File: config.mk
export PLATFORM = sky130hd
export DESIGN_NAME = uart_rx_fifo
export DESIGN_NICKNAME = d
export VERILOG_FILES = /design/src/rtl/uart_pkg.sv /design/src/rtl/rx_sync_fifo.sv /design/src/rtl/uart_rx_fifo.sv
export SDC_FILE = /design/constraint.sdc
export NUM_CORES = 1
export LEC_CHECK = 0
export ABC_AREA = 1
export CORE_UTILIZATION = 61
export DETAILED_ROUTE_END_ITERATION = 8
export PLACE_DENSITY = 0.8
export SYNTH_ARGS = -nofsm -noshare
export SYNTH_HDL_FRONTEND = slang
export SYNTH_HIERARCHICAL = 1
export SYNTH_SLANG_ARGS = --single-unit
File: constraint.sdc
create_clock -name clk -period 2.3 [get_ports clk]
set_input_delay 0.23 -clock clk [delete_from_list [all_inputs] [get_ports clk]]
set_output_delay 0.23 -clock clk [all_outputs]
set_load 0.05 [all_outputs]
File: src/rtl/uart_pkg.sv
// Shared definitions for the UART receive path: FSM state encoding,
// oversampling constants and the baud divider helper.
// Optional feature macro: UART_RX_PARITY_EN (adds an even-parity bit check).
package uart_pkg;

  localparam int OVERSAMPLE = 16;
  // Tick index of the start-bit midpoint, counted from the falling edge
  localparam int MID_START  = 7;
  // Tick index of the midpoint of each following bit, counted from the previous sample
  localparam int MID_BIT    = 15;

  typedef enum logic [2:0] {
    ST_IDLE   = 3'd0,
    ST_START  = 3'd1,
    ST_DATA   = 3'd2,
    ST_PARITY = 3'd3,
    ST_STOP   = 3'd4,
    ST_WAITHI = 3'd5
  } rx_state_t;

  // Clock cycles per oversample tick, integer-truncated
  function automatic int uart_div(input int clk_hz, input int baud);
    return clk_hz / (baud * OVERSAMPLE);
  endfunction

endpackage

File: src/rtl/rx_sync_fifo.sv
// Small synchronous FIFO with first-word fall-through read data.
// Push/pop contract: pop_i is honoured only when not empty; push_i is
// honoured when not full, or when full and a pop is honoured in the same
// cycle (the pop frees the slot). accept_o reports whether the push landed.
module rx_sync_fifo #(
  parameter int DEPTH = 16,
  parameter int WIDTH = 8,
  localparam int AW = $clog2(DEPTH),
  localparam int CW = AW + 1
) (
  input  logic             clk,
  input  logic             reset,
  input  logic             push_i,
  input  logic [WIDTH-1:0] wdata_i,
  input  logic             pop_i,
  output logic             accept_o,
  output logic [WIDTH-1:0] rdata_o,
  output logic [CW-1:0]    count_o,
  output logic             empty_o,
  output logic             full_o
);

  logic [WIDTH-1:0] mem_q [DEPTH];
  logic [AW-1:0]    wr_ptr_q, rd_ptr_q;
  logic [CW-1:0]    count_q, count_d;
  logic             pop_ok, push_ok;

  assign empty_o  = (count_q == '0);
  assign full_o   = (count_q == CW'(DEPTH));
  assign pop_ok   = pop_i && !empty_o;
  assign push_ok  = push_i && (!full_o || pop_ok);
  assign accept_o = push_ok;
  assign count_o  = count_q;
  // Head entry shown directly; forced to zero while nothing is stored
  assign rdata_o  = empty_o ? '0 : mem_q[rd_ptr_q];

  // Occupancy next-state: a simultaneous push and pop leaves it unchanged
  always_comb begin
    count_d = count_q;
    case ({push_ok, pop_ok})
      2'b10:   count_d = count_q + CW'(1);
      2'b01:   count_d = count_q - CW'(1);
      default: count_d = count_q;
    endcase
  end

  // Storage array, written only on an accepted push
  always_ff @(posedge clk) begin
    if (push_ok) mem_q[wr_ptr_q] <= wdata_i;
  end

  // Pointers wrap naturally because DEPTH is a power of two
  always_ff @(posedge clk or posedge reset) begin
    if (reset) begin
      wr_ptr_q <= '0;
      rd_ptr_q <= '0;
      count_q  <= '0;
    end else begin
      if (push_ok) wr_ptr_q <= wr_ptr_q + AW'(1);
      if (pop_ok)  rd_ptr_q <= rd_ptr_q + AW'(1);
      count_q <= count_d;
    end
  end

endmodule

File: src/rtl/uart_rx_fifo.sv
// UART receiver: synchronises uart_in, oversamples 16x per bit, assembles
// 8N1 frames LSB first and buffers accepted bytes in rx_sync_fifo.
// irq pulses for one cycle per byte that actually lands in the FIFO.
// Optional feature macro: UART_RX_PARITY_EN (even parity bit between data and stop).
module uart_rx_fifo
  import uart_pkg::*;
#(
  parameter int CLK_HZ     = 50000000,
  parameter int BAUD       = 115200,
  parameter int FIFO_DEPTH = 16,
  localparam int CW = $clog2(FIFO_DEPTH) + 1
) (
  input  logic          clk,
  input  logic          reset,
  input  logic          uart_in,
  input  logic          rd,
  input  logic          clr_err,
  output logic [7:0]    q,
  output logic [CW-1:0] count,
  output logic          empty,
  output logic          full,
  output logic          irq,
  output logic          ferr,
  output logic          overrun,
  output logic          perr,
  output rx_state_t     state_dbg
);

  localparam int DIV = uart_div(CLK_HZ, BAUD);
  localparam int DW  = (DIV > 1) ? $clog2(DIV) : 1;

  // Synchroniser and edge history; idle line is high
  logic meta_q, rxs_q, rxs_prev_q;
  logic [DW-1:0] div_q;
  logic tick, start_fall;

  rx_state_t state_q;
  logic [3:0] sc_q;
  logic [2:0] bit_idx_q;
  logic [7:0] shift_q;
  logic       push_q;
  logic       drop_q;
  logic       ferr_q, perr_q, overrun_q, irq_q;

  logic stop_sample, ferr_set, perr_set, overrun_set;
  logic accept;

  assign tick       = (div_q == DW'(DIV - 1));
  assign start_fall = (state_q == ST_IDLE) && rxs_prev_q && !rxs_q;

  // Two-flop synchroniser plus one history flop for falling-edge detection
  always_ff @(posedge clk or posedge reset) begin
    if (reset) begin
      meta_q     <= 1'b1;
      rxs_q      <= 1'b1;
      rxs_prev_q <= 1'b1;
    end else begin
      meta_q     <= uart_in;
      rxs_q      <= meta_q;
      rxs_prev_q <= rxs_q;
    end
  end

  // Oversample divider, realigned to the start-bit falling edge
  always_ff @(posedge clk or posedge reset) begin
    if (reset) begin
      div_q <= '0;
    end else if (start_fall || tick) begin
      div_q <= '0;
    end else begin
      div_q <= div_q + DW'(1);
    end
  end

  // Frame FSM: samples start, data, optional parity and stop at mid-bit
  always_ff @(posedge clk or posedge reset) begin
    if (reset) begin
      state_q   <= ST_IDLE;
      sc_q      <= '0;
      bit_idx_q <= '0;
      shift_q   <= '0;
      push_q    <= 1'b0;
      drop_q    <= 1'b0;
    end else begin
      push_q <= 1'b0;
      case (state_q)
        ST_IDLE: begin
          if (start_fall) begin
            state_q <= ST_START;
            sc_q    <= '0;
          end
        end
        ST_START: begin
          if (tick) begin
            if (sc_q == 4'(MID_START)) begin
              if (rxs_q) begin
                state_q <= ST_IDLE;
              end else begin
                state_q   <= ST_DATA;
                sc_q      <= '0;
                bit_idx_q <= '0;
                drop_q    <= 1'b0;
              end
            end else begin
              sc_q <= sc_q + 4'd1;
            end
          end
        end
        ST_DATA: begin
          if (tick) begin
            if (sc_q == 4'(MID_BIT)) begin
              shift_q <= {rxs_q, shift_q[7:1]};
              sc_q    <= '0;
              if (bit_idx_q == 3'd7) begin
`ifdef UART_RX_PARITY_EN
                state_q <= ST_PARITY;
`else
                state_q <= ST_STOP;
`endif
              end else begin
                bit_idx_q <= bit_idx_q + 3'd1;
              end
            end else begin
              sc_q <= sc_q + 4'd1;
            end
          end
        end
`ifdef UART_RX_PARITY_EN
        ST_PARITY: begin
          if (tick) begin
            if (sc_q == 4'(MID_BIT)) begin
              drop_q  <= (rxs_q != ^shift_q);
              sc_q    <= '0;
              state_q <= ST_STOP;
            end else begin
              sc_q <= sc_q + 4'd1;
            end
          end
        end
`endif
        ST_STOP: begin
          if (tick) begin
            if (sc_q == 4'(MID_BIT)) begin
              sc_q <= '0;
              if (rxs_q) begin
                push_q  <= !drop_q;
                state_q <= ST_IDLE;
              end else begin
                state_q <= ST_WAITHI;
              end
            end else begin
              sc_q <= sc_q + 4'd1;
            end
          end
        end
        ST_WAITHI: begin
          if (rxs_q) state_q <= ST_IDLE;
        end
        default: state_q <= ST_IDLE;
      endcase
    end
  end

  assign stop_sample = (state_q == ST_STOP) && tick && (sc_q == 4'(MID_BIT));
  assign ferr_set    = stop_sample && !rxs_q;
`ifdef UART_RX_PARITY_EN
  assign perr_set    = (state_q == ST_PARITY) && tick && (sc_q == 4'(MID_BIT)) &&
                       (rxs_q != ^shift_q);
`else
  assign perr_set    = 1'b0;
`endif
  assign overrun_set = push_q && !accept;

  // Sticky error flags and the receive interrupt; a new error beats clr_err
  always_ff @(posedge clk or posedge reset) begin
    if (reset) begin
      ferr_q    <= 1'b0;
      perr_q    <= 1'b0;
      overrun_q <= 1'b0;
      irq_q     <= 1'b0;
    end else begin
      irq_q <= accept;
      if (ferr_set)         ferr_q <= 1'b1;
      else if (clr_err)     ferr_q <= 1'b0;
      if (perr_set)         perr_q <= 1'b1;
      else if (clr_err)     perr_q <= 1'b0;
      if (overrun_set)      overrun_q <= 1'b1;
      else if (clr_err)     overrun_q <= 1'b0;
    end
  end

  rx_sync_fifo #(
    .DEPTH (FIFO_DEPTH),
    .WIDTH (8)
  ) u_fifo (
    .clk      (clk),
    .reset    (reset),
    .push_i   (push_q),
    .wdata_i  (shift_q),
    .pop_i    (rd),
    .accept_o (accept),
    .rdata_o  (q),
    .count_o  (count),
    .empty_o  (empty),
    .full_o   (full)
  );

  assign irq       = irq_q;
  assign ferr      = ferr_q;
  assign perr      = perr_q;
  assign overrun   = overrun_q;
  assign state_dbg = state_q;

endmodule

### Yosys cells after proc, flatten, opt, wreduce, memory -nomap -nowiden

Memories as Yosys holds them, arrays and structs flattened.
Index checks and enable logic that the tools add are counted.

* reduce and logical (&&, ||, !) cells: 26
* multiplexer cells: 38
* add/subtract/negate cells: 7
* equality and inequality tests: 24

Operators with widths (count)
* $mux W3: 16
* $mux W4: 6
* $ne A2 B2 Y1 const B: 11
* $pmux W3 S5: 1
* $add A4 B1 Y4 const B: 3
* $pmux W4 S3: 1
* $add A5 B1 Y5 const B: 2
* $eq A5 B5 Y1 const B: 2
* $pmux W5 S2: 1
* $eq A3 B3 Y1 const B: 3
* $mux W1: 9
* $reduce_and A9 Y1: 1
* $logic_and A1 B1 Y1: 8
* $mux W8: 1
* $reduce_bool A2 Y1: 4
* $reduce_and A7 Y1: 1
* $pmux W3 S2: 1
* $logic_not A5 Y1: 1
* $mux W5: 1
* $reduce_and A5 Y1: 1
* $sub A5 B1 Y5 const B: 1
* $eq A4 B3 Y1 const B: 1
* $eq A4 B4 Y1 const B: 1
* $logic_not A1 Y1: 4
* other kinds (13): 14

* output and inout bits: 22
* memories kept: 1
* logic and storage cells: 111
* RAM bits: 128
* input port bits: 5
* bits in registers: 43

Memories
* u_fifo.mem_q: depth 16, width 8, rd ports 1, clocked after Yosys merged registers in 0, write ports 1, line rx_sync_fifo.sv:23 `logic [WIDTH-1:0] mem_q [DEPTH];`

### Longest topological paths before layout

* depth in word-level cells: 8
* depth in mapped cells: 14
* gate-level depth less buffers: 14

### Cells and area by module

The synthesis kept the hierarchy.

By module, submodules not included
* rx_sync_fifo: cells an instance 527, area an instance 6018.3 um^2, times used 1
* uart_rx_fifo: cells an instance 191, area an instance 1637.8 um^2, times used 1

### Worst setup path before layout

Ideal clock, no wire load.

* path type: reg2out
* start point: register u_fifo.count_q[1], in the netlist u_fifo/count_o[1]
* end point: output port q[0]
* stages on the path, launching flop included: 5
* arrival: 2355 ps
* slack: -285 ps
* path through: dfrtp_1 > nor2_1 > nand3_1 > clkinv_1 > a21oi_1

* word-level cells in the longest chain between the ends: 2

Ends and longest elaborated chain
* from (decl): line rx_sync_fifo.sv:25 `logic [CW-1:0] count_q, count_d;`
* from (signal assigned): line rx_sync_fifo.sv:61 `count_q <= count_d;`
* $logic_not A5 Y1: line rx_sync_fifo.sv:28 `assign empty_o = (count_q == '0);`
* net empty: line uart_rx_fifo.sv:20 `output logic empty,`
* $mux W8: line rx_sync_fifo.sv:35 `assign rdata_o = empty_o ? '0 : mem_q[rd_ptr_q];`
* to (decl): line uart_rx_fifo.sv:18 `output logic [7:0] q,`

The timed path passes the listed nets, and every way through them passes these cells.

### Worst setup path after layout

* start point: register u_fifo.rd_ptr_q[0]
* end point: output port q[2]

* word-level cells in the longest chain between the ends: 2

Ends and longest elaborated chain
* from (decl): line rx_sync_fifo.sv:24 `logic [AW-1:0] wr_ptr_q, rd_ptr_q;`
* from (signal assigned): line rx_sync_fifo.sv:60 `if (pop_ok) rd_ptr_q <= rd_ptr_q + AW'(1);`
* $mem_v2 Z16 W8
* $mux W8: line rx_sync_fifo.sv:35

Every way passes these cells.

==> impl_metrics.csv <==
group,metric,value,unit
sta,finClkSkew,0.00752,ns
clock_tree,cts.sinks,171,
clock_tree,root_buffer,"clkbuf_16",
route,viasPerCell,5.66,
die,die_w,114,um
die,pin_count,27,
worst_setup_path,crit_type,"reg -> out",
power_and_ir_drop,power_density,1220,nW/um^2
sta,hold_violations,0,
global_route,grt_max_degree,34,
placed_design,place_congestion,0.860,
placed_design,dp_hpwl,10.5,mm
cells_and_area,multi_input_area,2530,um^2
clock_tree,clkTransAtPathRegs,0.06,ns
die,die_area,13000,um^2
sta,report.final.slew_viol_count,0,
die,die_y,114,um
cells_and_area,syn_to_final_growth,18.8,%
logic_synthesis,async_flop_share,0.251,
die,core,12100,um^2
power_and_ir_drop,leakage,3.90,nW
worst_setup_path,end_kind,"output pin",
global_route,antenna_found_initial,0,
logic_synthesis,synth_flop_cell,"edfxtp_1",
die,initial_core_util,0.632,
worst_setup_path,cpPeakStageDelay,0.46,ns
logic_synthesis,synth_common_cells,"226 x nand2_1, 128 x edfxtp_1, 127 x nand3_1",
logic_synthesis,postSynthCellCount,718,
logic_synthesis,seq_area_frac_synth,0.643,
global_route,grt_pass1_vias,5225,
global_route,grt-ovfl-total,0,
route,drt_iter0_drc,561,
logic_synthesis,synth-seq-cells,171,
route,firstDrtPassIters,5,
cells_and_area,drive_gt1_frac,0.197,
sta,min_period,2.30,ns
sta,hold_slack,0.190,ns
global_route,grt_pass1_wl,26.2,mm
logic_synthesis,yosysTopAreaCell,"edfxtp_1",
sta,fin_crit_sh,0.999,
die,row_count,40,
logic_synthesis,syn_avg_cell_area,10.7,um^2
clock_tree,tritoncts,"built",
run,maxCapViolations,0,
sta,finalSetupViolCount,0,
power_and_ir_drop,peakVddDrop,0.851,mV
worst_setup_path,crit_arrival,2.07,ns
clock_tree,clk_latency,0.42,ns
route,post_drt_wl_per_cell,17.4,um
logic_synthesis,yosysMostFrequentCell,"nand2_1",
cells_and_area,fillers,792,
worst_setup_path,cpMostUsedCell,"nand2_1",
sta,slew_headroom,0.477,
logic_synthesis,synth_cell_types,36,
cells_and_area,nNetsFinal,793,
clock_tree,clock_path_buffers,2,
route,ant_nets,0,
worst_setup_path,timing.rr.end,"u_fifo/count_o[4]",
route,num_vias,5406,
worst_setup_path,start_kind,"flop",
cells_and_area,diodes,0,
worst_setup_path,r2r_start,"u_fifo/count_o[1]",
worst_setup_path,cp_data_required_time,2.07,ns
route,routed_wl,16.6,mm
global_route,grtUsageTotal,0.270,
worst_setup_path,crit_chain,"clkinv_4, buf_12, buf_8, buf_6, nand2_1, nand3_2, nand3_2, nand2_1, nand2_1, a21oi_2, buf_12",
logic_synthesis,synth_edf_count,128,
worst_setup_path,critical_path_peak_fanout,6,
worst_setup_path,cp_slowest_cell,"dfrtp_2",
worst_setup_path,regToRegSetupSlack,0.09,ns
logic_synthesis,netlist_area,7660,um^2
clock_tree,cts.htree.levels,4,
logic_synthesis,yosysTopAreaCellShare,0.502,
run_status,status,"finished, final reports clean",
min_path,hp-class,"in -> async",
route,drc,0,
worst_setup_path,ff2ff_path_depth,13,
logic_synthesis,ys_top_cells_by_area,"edfxtp_1 50%, dfrtp_1 13%, nand2_1 11%",
logic_synthesis,syn_nets,737,
clock_tree,numCtsBuffers,17,
sta,worst_slew_pin_slew,0.785,ns
sta,fin_tns_setup,0,ns
cells_and_area,regArea,4930,um^2
logic_synthesis,yosys_warnings,6,
sta,fmax,0.435,GHz
placed_design,port-buffer-count,25,
==> worst max-delay path, delay by kind of cell (launching register included) <==
kind | cells | cell delay (ns)
compound gates | 1 | 0.19
buf+inv | 5 | 0.60
flops | 1 | 0.46
simple gates | 5 | 0.38
==> routing by layer <==
metal / vias up / wire length [um] / track usage
met1: 2612 / 6950 / 0.354
li1: 2555 / - / -
met3: 24 / 1010 / 0.0616
met2: 215 / 8430 / 0.446
met4: 0 / 251 / 0.0952
met5: - / 0 / 0
==> cell usage in the layout (no fill, tap or decap), types with 9 or more instances in the layout <==
| cell | count |
|---|---|
| inv_1 | 29 |
| xor2_1 | 10 |
| clkdlybuf4s50_1 | 15 |
| nand3_2 | 20 |
| a21oi_2 | 9 |
| nor2_1 | 35 |
| nand2_1 | 224 |
| buf_12 | 14 |
| ha_1 | 13 |
| nand2_2 | 12 |
| clkbuf_16 | 17 |
| buf_4 | 29 |
| nand3_1 | 110 |
| dfrtp_1 | 37 |
| edfxtp_1 | 128 |
==> what timing repair did <==
item                                    in CTS  in global routing
pin swaps                                    0                 14
endpoints found under the setup margin       9                  9
buffers inserted                             0                 10
gates resized for setup                     12                 41
hold buffers                                 0                  0
==> report_power, final <==
part	leakage, nW	total (mW)	switching [mW]	internal, mW
clock	0.262	2.68	1.16	1.52
combinational	1.69	4.66	2.83	1.83
sequential	1.95	3.75	0.295	3.46
==> kinds of logic (layout without fill, tap and decap cells) <==
group / Yosys count / after routing / synth area share
other cells: 1 / 1 / 0.000490
compound gates: 29 / 29 / 0.0211
simple gates: 424 / 424 / 0.252
buf+inv: 65 / 134 / 0.0433
flops: 171 / 171 / 0.643
xor+xnor: 14 / 14 / 0.0160
fa+ha+maj: 14 / 14 / 0.0239
==> layout make-up <==
type                            instances  share of cell area
Clock buffer                           19              0.0487
Sequential cell                       171               0.542
Clock inverter                         13              0.0133
Inverter                               39              0.0172
Tap cell                              168              0.0231
Timing Repair Buffer                   63              0.0784
Multi-Input combinational cell        482               0.278
==> sequential cells by signal (all words and copies together) (netlist names), 3 cells and up <==
| signal | count |
|---|---|
| u_fifo/mem_q | 128 |
| shift_q | 8 |
| div_q | 5 |
| u_fifo/count_o | 5 |
| sc_q | 4 |
| u_fifo/rd_ptr_q | 4 |
| u_fifo/wr_ptr_q | 4 |
| bit_idx_q | 3 |
| state_dbg | 3 |
==> worst max path at each step <==
stage / depth (start not counted) / slack [ns] / endpoint / from
after floorplan: 4 / -0.28 / q[0] / u_fifo/count_o[1]
after global placement: 13 / 0.25 / u_fifo/count_o[4] / u_fifo/count_o[1]
after detailed placement: 13 / 0.1 / u_fifo/count_o[4] / u_fifo/count_o[0]
after CTS: 9 / 0.009 / q[5] / u_fifo/rd_ptr_q[0]
after global routing: 11 / -0.07 / q[2] / u_fifo/rd_ptr_q[0]
final: 11 / 0.003 / q[2] / u_fifo/rd_ptr_q[0]
==> metrics by stage <==
stage | instance area, um^2 | total power [mW] | cells | setup slack [ns] | util
after detailed placement | 8250 | 7.91 | 913 | 0.0956 | 0.681
final | 9100 | 11.1 | 955 | 0.00330 | 0.751
after floorplan | 7660 | 6.64 | 718 | -0.285 | -
after CTS | 8840 | 10.7 | 945 | 0.00883 | 0.730
after global routing | 9100 | 11.6 | 955 | -0.0746 | 0.751
after global placement | 8250 | 7.82 | 913 | 0.252 | 0.681
Note: power is estimated with default switching activity, not from simulation.
